--- src/rtl/insn_ctrl_fsm.sv ---
// Multi-cycle MIPS-style instruction control FSM (IF/ID/EXE/MEM/WB) driving datapath strobes and mux selects.
// Optional retired-instruction counter output insn_count is built only when INSN_COUNT_EN is defined.
module insn_ctrl_fsm (
  input  logic        clk,
  input  logic        rst_n,
  input  logic [5:0]  opcode,
  input  logic [5:0]  funct,
  input  logic        zero,
  input  logic        mem_ready,
  output logic        pc_we,
  output logic        ir_we,
  output logic        mem_re,
  output logic        mem_we,
  output logic        reg_we,
  output logic [1:0]  alu_src_a,
  output logic [1:0]  alu_src_b,
  output logic        ext_sel,
  output logic [1:0]  reg_dst,
  output logic [1:0]  wb_sel,
  output logic [1:0]  pc_src,
  output logic [5:0]  alu_op,
  output logic [2:0]  state,
  output logic        illegal
`ifdef INSN_COUNT_EN
  ,
  output logic [31:0] insn_count
`endif
);

  typedef enum logic [2:0] {
    S_IF  = 3'd0,
    S_ID  = 3'd1,
    S_EXE = 3'd2,
    S_MEM = 3'd3,
    S_WB  = 3'd4
  } state_e;

  localparam logic [5:0] OP_ADDU = 6'b100001;
  localparam logic [5:0] OP_SUBU = 6'b100011;

  state_e state_q, state_d;
  logic pc_we_s, ir_we_s, mem_re_s, mem_we_s, reg_we_s, illegal_s;
  logic is_r_s, is_jr_s, is_j_s, is_jal_s, is_ialu_s, is_lw_s, is_sw_s, is_br_s, is_legal_s;

  function automatic logic [5:0] ialu_op(input logic [5:0] opc);
    case (opc)
      6'b001000, 6'b001001: ialu_op = 6'b100000;
      6'b001010:            ialu_op = 6'b101010;
      6'b001011:            ialu_op = 6'b101011;
      6'b001100:            ialu_op = 6'b110100;
      6'b001101:            ialu_op = 6'b110101;
      6'b001110:            ialu_op = 6'b110110;
      6'b001111:            ialu_op = 6'b110000;
      default:              ialu_op = 6'b000000;
    endcase
  endfunction

  assign is_r_s     = (opcode == 6'b000000);
  assign is_jr_s    = is_r_s && (funct == 6'b001000);
  assign is_j_s     = (opcode == 6'b000010);
  assign is_jal_s   = (opcode == 6'b000011);
  assign is_ialu_s  = (opcode[5:3] == 3'b001);
  assign is_lw_s    = (opcode == 6'b100011);
  assign is_sw_s    = (opcode == 6'b101011);
  assign is_br_s    = (opcode == 6'b000100) || (opcode == 6'b000101);
  assign is_legal_s = is_r_s | is_j_s | is_jal_s | is_ialu_s | is_lw_s | is_sw_s | is_br_s;

  // State register
  always_ff @(posedge clk or negedge rst_n) begin
    if (!rst_n) begin
      state_q <= S_IF;
    end else begin
      state_q <= state_d;
    end
  end

  // Next-state and output decode
  always_comb begin
    state_d   = state_q;
    pc_we_s   = 1'b0;
    ir_we_s   = 1'b0;
    mem_re_s  = 1'b0;
    mem_we_s  = 1'b0;
    reg_we_s  = 1'b0;
    illegal_s = 1'b0;
    alu_src_a = 2'b00;
    alu_src_b = 2'b00;
    ext_sel   = 1'b0;
    reg_dst   = 2'b00;
    wb_sel    = 2'b00;
    pc_src    = 2'b00;
    alu_op    = 6'b000000;
    case (state_q)
      S_IF: begin
        mem_re_s  = 1'b1;
        alu_src_b = 2'b01;
        alu_op    = OP_ADDU;
        if (mem_ready) begin
          ir_we_s = 1'b1;
          pc_we_s = 1'b1;
          state_d = S_ID;
        end else begin
          state_d = S_IF;
        end
      end
      S_ID: begin
        // ALU precomputes the branch target while the instruction is decoded
        alu_src_b = 2'b11;
        ext_sel   = 1'b1;
        alu_op    = OP_ADDU;
        if (is_j_s) begin
          pc_we_s = 1'b1;
          pc_src  = 2'b10;
          state_d = S_IF;
        end else if (is_jal_s) begin
          pc_we_s  = 1'b1;
          pc_src   = 2'b10;
          reg_we_s = 1'b1;
          reg_dst  = 2'b10;
          wb_sel   = 2'b10;
          state_d  = S_IF;
        end else if (is_jr_s) begin
          pc_we_s = 1'b1;
          pc_src  = 2'b11;
          state_d = S_IF;
        end else if (!is_legal_s) begin
          illegal_s = 1'b1;
          state_d   = S_IF;
        end else begin
          state_d = S_EXE;
        end
      end
      S_EXE: begin
        if (is_r_s) begin
          alu_op    = funct;
          alu_src_a = ((funct == 6'b000000) || (funct == 6'b000010) || (funct == 6'b000011)) ? 2'b10 : 2'b01;
          state_d   = S_WB;
        end else if (is_ialu_s) begin
          alu_op    = ialu_op(opcode);
          alu_src_a = 2'b01;
          alu_src_b = 2'b10;
          ext_sel   = !((opcode == 6'b001100) || (opcode == 6'b001101) || (opcode == 6'b001110));
          state_d   = S_WB;
        end else if (is_lw_s || is_sw_s) begin
          alu_op    = OP_ADDU;
          alu_src_a = 2'b01;
          alu_src_b = 2'b10;
          ext_sel   = 1'b1;
          state_d   = S_MEM;
        end else if (is_br_s) begin
          alu_op    = OP_SUBU;
          alu_src_a = 2'b01;
          pc_src    = 2'b01;
          pc_we_s   = opcode[0] ? !zero : zero;
          state_d   = S_IF;
        end else begin
          state_d = S_IF;
        end
      end
      S_MEM: begin
        if (is_lw_s) begin
          mem_re_s = 1'b1;
          state_d  = mem_ready ? S_WB : S_MEM;
        end else if (is_sw_s) begin
          mem_we_s = 1'b1;
          state_d  = mem_ready ? S_IF : S_MEM;
        end else begin
          state_d = S_IF;
        end
      end
      S_WB: begin
        reg_we_s = 1'b1;
        if (is_r_s) begin
          reg_dst = 2'b01;
        end else if (is_lw_s) begin
          wb_sel = 2'b01;
        end else begin
          reg_dst = 2'b00;
        end
        state_d = S_IF;
      end
      default: begin
        state_d = S_IF;
      end
    endcase
  end

  // Reset masks every strobe at once, independent of what IF would decode
  assign pc_we   = pc_we_s   & rst_n;
  assign ir_we   = ir_we_s   & rst_n;
  assign mem_re  = mem_re_s  & rst_n;
  assign mem_we  = mem_we_s  & rst_n;
  assign reg_we  = reg_we_s  & rst_n;
  assign illegal = illegal_s & rst_n;
  assign state   = state_q;

`ifdef INSN_COUNT_EN
  logic [31:0] count_q, count_d;

  assign count_d = ((state_q != S_IF) && (state_d == S_IF)) ? count_q + 32'd1 : count_q;

  // Retired-instruction counter, wraps naturally
  always_ff @(posedge clk or negedge rst_n) begin
    if (!rst_n) begin
      count_q <= 32'd0;
    end else begin
      count_q <= count_d;
    end
  end

  assign insn_count = count_q;
`endif

endmodule

--- config.mk ---
export PLATFORM = sky130hd
export DESIGN_NAME = insn_ctrl_fsm
export DESIGN_NICKNAME = d
export VERILOG_FILES = /design/src/rtl/insn_ctrl_fsm.sv
export SDC_FILE = /design/constraint.sdc
export NUM_CORES = 1
export LEC_CHECK = 0
export BUFFER_PORTS_ARGS = -buffer_cell sky130_fd_sc_hd__clkbuf_2
export CAP_MARGIN = 5
export CELL_PAD_IN_SITES_DETAIL_PLACEMENT = 2
export CELL_PAD_IN_SITES_GLOBAL_PLACEMENT = 2
export CORE_ASPECT_RATIO = 1.25
export CORE_MARGIN = 1
export CORE_UTILIZATION = 20
export CTS_BUF_LIST = sky130_fd_sc_hd__clkbuf_4
export DETAILED_ROUTE_END_ITERATION = 8
export HOLD_SLACK_MARGIN = 0.1
export PLACE_DENSITY = 0.81
export SLEW_MARGIN = 15
export SYNTH_ARGS = -nofsm -noshare
export SYNTH_HDL_FRONTEND = slang
export SYNTH_SLANG_ARGS = --single-unit
--- constraint.sdc ---
create_clock -name clk -period 1.6 [get_ports clk]
set_clock_uncertainty 0.1 [all_clocks]
set_input_delay 0 -clock clk [delete_from_list [all_inputs] [get_ports clk]]
set_output_delay 0 -clock clk [all_outputs]
set_load 0.02 [all_outputs]
======== Word level (Yosys, flattened, before mapping) ========
Memories as Yosys holds them, arrays and structs flattened.
Cells that the tools add are included.
W data, S select, Z words.
storage, ports and cells
  output and inout port bits .............. 26
  logic and storage cells ................. 116
  register bits after elaboration ......... 3
  input bits .............................. 16
  bits in read-only memories .............. 96
  memories kept ........................... 1
operators by class
  eq/ne operators ......................... 17
  bitwise gates (word level) .............. 12
  reduce and logical (&&, ||, !) cells .... 14
  multiplexer cells ....................... 71
memory list
  name              depth  width  read ports  clocked after Yosys merged registers in  wr ports  RTL line  text
  (name not given)  16     6      1           0                                        0         46        case (opc)
operators with widths
  cell                  number
  $mux W2               18
  $mux W1               34
  $mux W6               5
  $eq A6 B2 Y1 const B  4
  $eq A6 B4 Y1 const B  4
  $eq A6 B3 Y1 const B  2
  $eq A6 B6 Y1 const B  2
  $logic_not A6 Y1      2
  $mux W3               4
  $pmux W2 S2           3
  $pmux W3 S4           1
  $pmux W6 S2           1
  $and A1 B1 Y1         6
  $eq A3 B1 Y1 const B  2
  $eq A3 B2 Y1 const B  2
  $logic_or A1 B1 Y1    6
  $or A1 B1 Y1          6
  $pmux W1 S2           3
  $pmux W2 S3           1
  $eq A3 B3 Y1 const B  1
  $logic_not A3 Y1      1
  $pmux W1 S3           1
  $logic_not A1 Y1      2
  $logic_not A2 Y1      1
  other kinds (2)       2

======== Depth between registers and ports, before layout ========
  depth after elaboration ................. 13
  mapped depth ............................ 5
  mapped depth without buffers ............ 4

======== Worst setup path before layout ========
Ideal clock, no wire load.
  path kind ............................... reg2out
  from .................................... reg state_q[1], in the netlist state[1]
  to ...................................... out alu_op[0]
  path buffers ............................ 2
  stages on the path, launching flop included .. 5
  arrival time ............................ 1,812 ps
  setup slack ............................. -312 ps
  data required time ...................... 1,500 ps
  path through ............................ dfrtp_1 buf_2 or3b_1 buf_2 o32ai_1
between the ends
  cells in the longest elaborated chain, start to end .. 3
  elaborated cells between the ends (all ways) .. 5
  those cells by class .................... 2 x eq/ne; 1 x mux; 2 x reduce/logical
ends and longest elaborated chain
  item                                              RTL line  text
  start, declared                                   41        state_e state_q, state_d;
  start signal, assigned                            73        state_q <= state_d;
  $eq A3 B1 Y1 or $logic_not A3 Y1 (tied branches)  93        case (state_q)
  $reduce_or A2 Y1 (no source line)                 --
  $pmux W6 S2 *                                     93
  end, declared                                     21        output logic [5:0] alu_op,
Mark *: on every way between the ends. The rest lies on a longest branch, timed or not.

======== Final worst setup path ========
  from .................................... reg state_q[2], in the netlist state[2]
  to ...................................... out pc_we
between the ends
  cells in the longest elaborated chain, start to end .. 3
  elaborated cells between the ends (all ways) .. 5
  those cells by class .................... 2 x eq/ne; 1 x mux; 1 x bitwise; 1 x reduce/logical
ends and longest elaborated chain
  item                                        RTL line  text
  $eq A3 B2 Y1, or another cell as far along  93
  $pmux W1 S3 *                               93
  $and A1 B1 Y1 *                             189       assign pc_we = pc_we_s & rst_n;
  end, declared                               10        output logic pc_we,
Marked as above.

==> results.env <==
STATUS='finished, violations left'
VIOLATIONS='negative setup slack'
DIE_W_UM=53.3
FINALHOLDVIOLATIONS=0
COREAREA_UM2=3030
PORT_BUFFERS=41
FIRST_ITER_VIOLATIONS=18
TIMING.CRITICAL_PATH.REQUIRED_NS=1.50
GRT_UTIL_ALL_LAYERS_PCT=30.4
ARR_TIME_CRIT_PATH_NS=1.95
YOSYSSEQAREASHARE_PCT=11.4
ANTENNA-DIODE-COUNT=0
WIRELENGTH_UM=5780
FINAL-SETUP-VIOL-COUNT=23
GRT_FIRST_PASS_WIRELENGTH_UM=7280
DRTANTENNAVIOLNETS=0
REPORT.POWER.TOTAL_mW=0.617
IRDROPWORSTVDD_uV=288
PLACE_CONGESTION=0.897
SYNTH-XOR-AREA-SHARE_PCT=1.33
GRT_ANTENNA_BEFORE_REPAIR=0
YOSYS_REGISTER_BITS=3
FINALCRITICALPERIOD_NS=2.05
WORST_R2R_STARTPOINT='state[2]'
VIA_COUNT=1243
MAX-CLOCK-PATH-BUFFERS=2
CELLLEAKAGEPOWER_nW=0.709
NUMBER_OF_PINS_WITH_NEGATIVE_MAX_SLEW_SLACK_IN_THE_FINAL_REPORT=0
SYN2LAYOUT_AREA_GROWTH_PCT=152
TRITONCTS='yes'
POWER-PER-CELL-AREA_nW_PER_UM2=372
SETUP-TNS-FINAL_NS=-5.87
FINALINSTANCEAREA_UM2=1660
INITIAL_CORE_UTIL_PCT=21.7
AVGVIACOUNTPERCELL=5.70
CTS-BUFFERS-INSERTED=3
R2R-END='state[2]'
HOLD_START='opcode[2]'
SYN_INST=101
POST-ROUTE-UTIL_PCT=54.8
YS.FLOP_TYPE='sky130_fd_sc_hd__dfrtp_1'
DESIGN.PORTCOUNT=42
WORST_SETUP_PATH_END_KIND='output pin'
SYNTH_FP_NETS=117
MAIN_COMBINATIONAL_CELL_FAMILY_BY_AREA_AFTER_SYNTHESIS='simple AND/OR/NAND/NOR gates'
SYNTH.MUX.AREA_FRACTION_PCT=0
DRT-PASS1-ITER-COUNT=4
CRIT_TYPE='flip-flop to output pin'
SYNTH_CELL_TYPES=41
SYNTH_SIMPLE_GATE_AREA_SHARE_PCT=50.6
SYNTH_ENABLE_FLOP_CELLS=0
TIMING.MAX_CAP.VIOLATIONS=0
CTS-ROOT-BUF='sky130_fd_sc_hd__clkbuf_4'
MIN_TO='state[0]'
TIMING.SLEW.HEADROOM_PCT=68.0
POST_ROUTE_CELLS_DRIVE_ABOVE_1_SHARE_PCT=69.8
REG2REG_DEPTH=8
HOLDPATHSTAGES=5
DRT_DRC_VIOLATIONS_LEFT=0
SYNTH-WARNING-COUNT=0
SYN-CELL-AREA_UM2=658
POST-ROUTE-WORST-SETUP-SLACK_NS=-0.452
POST-DP-HPWL_UM=2900
DIE_HEIGHT_UM=66.1
UNREPAIRED_SETUP_ENDPOINTS_AFTER_GLOBAL_ROUTING='yes'
FINAL_NETS=199
CRITPATHLAUNCHTYPE='flip-flop'
CLK_LATENCY_NS=0.26
LARGEST_REGISTER_FFS=3
PIN_COUNT_OF_THE_BIGGEST_NET_ENTERING_GLOBAL_ROUTING=12
WORST_HOLD_SLACK_NS=0.138
YS_ASYNC_SR_FRACTION_PCT=100
RATIO_OF_FINAL_MINIMUM_PERIOD_TO_CLOCK_PERIOD_PCT=128
DP_CELLS=196
WORST_PIN_SLEW_NS=0.478
MAX_FREQ_GHz=0.487
FIRST_GLOBAL_VIAS=1309
PATH_CLK_SLEW_NS=0.05
WL_PER_CELL_UM=26.5
NUMBER_OF_CORE_ROWS=22
SYNTH_COMPOUND_AREA_SHARE_PCT=28.9
FULL_DIE_AREA_UM2=3530
CTS_SINKS=3
SYNTH-ADDER-AREA-SHARE_PCT=0
GLOBALROUTEOVERFLOWTOTAL=0
FF_TO_FF_SETUP_SLACK_NS=-0.35
SYNTH.AVG_CELL_AREA_UM2=6.52
WORST_HOLD_CLASS='input pin to flip-flop'
HTREEDEPTH=1
DP_SLACK_NS=-0.0712
WORSTPATHMAXFANOUT=4
PLACEMENT.CELL_AREA_UM2=1190
WORSTSETUPSTARTPOINT='state[2]'
FINAL_CELLS=218
## cell usage in the layout (no fill, tap or decap), types with 2 or more instances in the layout
master                          synthesis  routed
sky130_fd_sc_hd__nor3b_2                1       2
sky130_fd_sc_hd__or4_4                  1       2
sky130_fd_sc_hd__o21ai_2                0       3
sky130_fd_sc_hd__o32ai_4                0       2
sky130_fd_sc_hd__buf_6                  0      18
sky130_fd_sc_hd__dfrtp_2                0       2
sky130_fd_sc_hd__o21ai_4                0       2
sky130_fd_sc_hd__a21boi_0               3       3
sky130_fd_sc_hd__nor3_4                 1       2
sky130_fd_sc_hd__dlygate4sd3_1          0       3
sky130_fd_sc_hd__inv_1                  3       2
sky130_fd_sc_hd__clkbuf_4               0       5
sky130_fd_sc_hd__a21oi_1                3       3
sky130_fd_sc_hd__nor2_1                20      11
sky130_fd_sc_hd__nor3_1                 3       2
sky130_fd_sc_hd__buf_8                  0       3
sky130_fd_sc_hd__buf_4                  1      36
sky130_fd_sc_hd__a32oi_1                2       2
sky130_fd_sc_hd__nand3b_1               2       2
sky130_fd_sc_hd__nand2_1               12       9
sky130_fd_sc_hd__nand3_1                2       2
sky130_fd_sc_hd__nor2_4                 0       9
sky130_fd_sc_hd__o21ai_0                6       2
sky130_fd_sc_hd__clkbuf_8               0       4
sky130_fd_sc_hd__nand4b_1               3       3
sky130_fd_sc_hd__clkbuf_2               0      19
sky130_fd_sc_hd__o21a_1                 2       2
sky130_fd_sc_hd__nand2_2                0       3
## worst max path at each step
stage / endpoint / depth (start not counted)
2_1_floorplan: alu_op[1] / 4
3_3_place_gp: mem_re / 6
3_5_place_dp: illegal / 6
4_1_cts: pc_we / 5
5_1_grt: pc_we / 5
6_report: pc_we / 5
## worst max-delay path: stages, from the launching register on
cell and delay, ns:
sky130_fd_sc_hd__dfrtp_2 0.42, sky130_fd_sc_hd__or3b_4 0.41, sky130_fd_sc_hd__nor4_4 0.26, sky130_fd_sc_hd__nand4b_1 0.20, sky130_fd_sc_hd__a31oi_4 0.25, sky130_fd_sc_hd__buf_8 0.14
## metal layers
metal	routed length, µm	up-vias	track usage, %
met4	257	0	19.4
met5	0	-	0
met2	3100	65	55.9
met3	312	25	4.14
met1	2100	621	30.6
li1	-	532	-
## layout make-up
class	instances	area [µm²]
clock buffers	4	30.0
repair buffers	85	711
well taps	36	45.0
flip-flops and latches	3	77.6
fillers	317	1370
inverters	3	11.3
multi-input cells	87	785
## power breakdown
part           internal [mW]  switching, mW
registers             0.0798        0.00386
clock network          0.112         0.0624
logic                  0.152          0.206
## synth_stat cells (all sizes together) (2+ instances only)
cell type / n / area, µm²
nor2: 20 / 75.1
nand2: 12 / 45.0
o21ai: 8 / 40.0
buf: 6 / 32.5
nor3: 4 / 31.3
a21boi: 3 / 22.5
a21oi: 3 / 15.0
dfrtp: 3 / 75.1
inv: 3 / 11.3
nand4b: 3 / 26.3
nor3b: 3 / 27.5
nor4: 3 / 25.0
a32oi: 2 / 17.5
clkbuf: 2 / 7.51
nand3: 2 / 10.0
nand3b: 2 / 15.0
o21a: 2 / 15.0
o32ai: 2 / 17.5
or4: 2 / 18.8
## cell families (layout without fill, tap and decap cells)
family,after synthesis,after routing
AOI/OAI and AO/OA,27,27
xor gates and xnor gates,1,1
buffers and inverters,11,92
DFF,3,3
and+or+nand+nor,59,59
## what timing repair did
| item | 4_1_cts | 5_1_grt |
|---|---|---|
| buffers inserted | 8 | 9 |
| resized for setup | 45 | 57 |
| setup endpoints to repair | 23 | 25 |
| pin swaps | 8 | 14 |
| endpoints found under the hold margin | 6 | 0 |
| hold buffers | 3 | 0 |
Note: power is estimated with default switching activity, not from simulation.
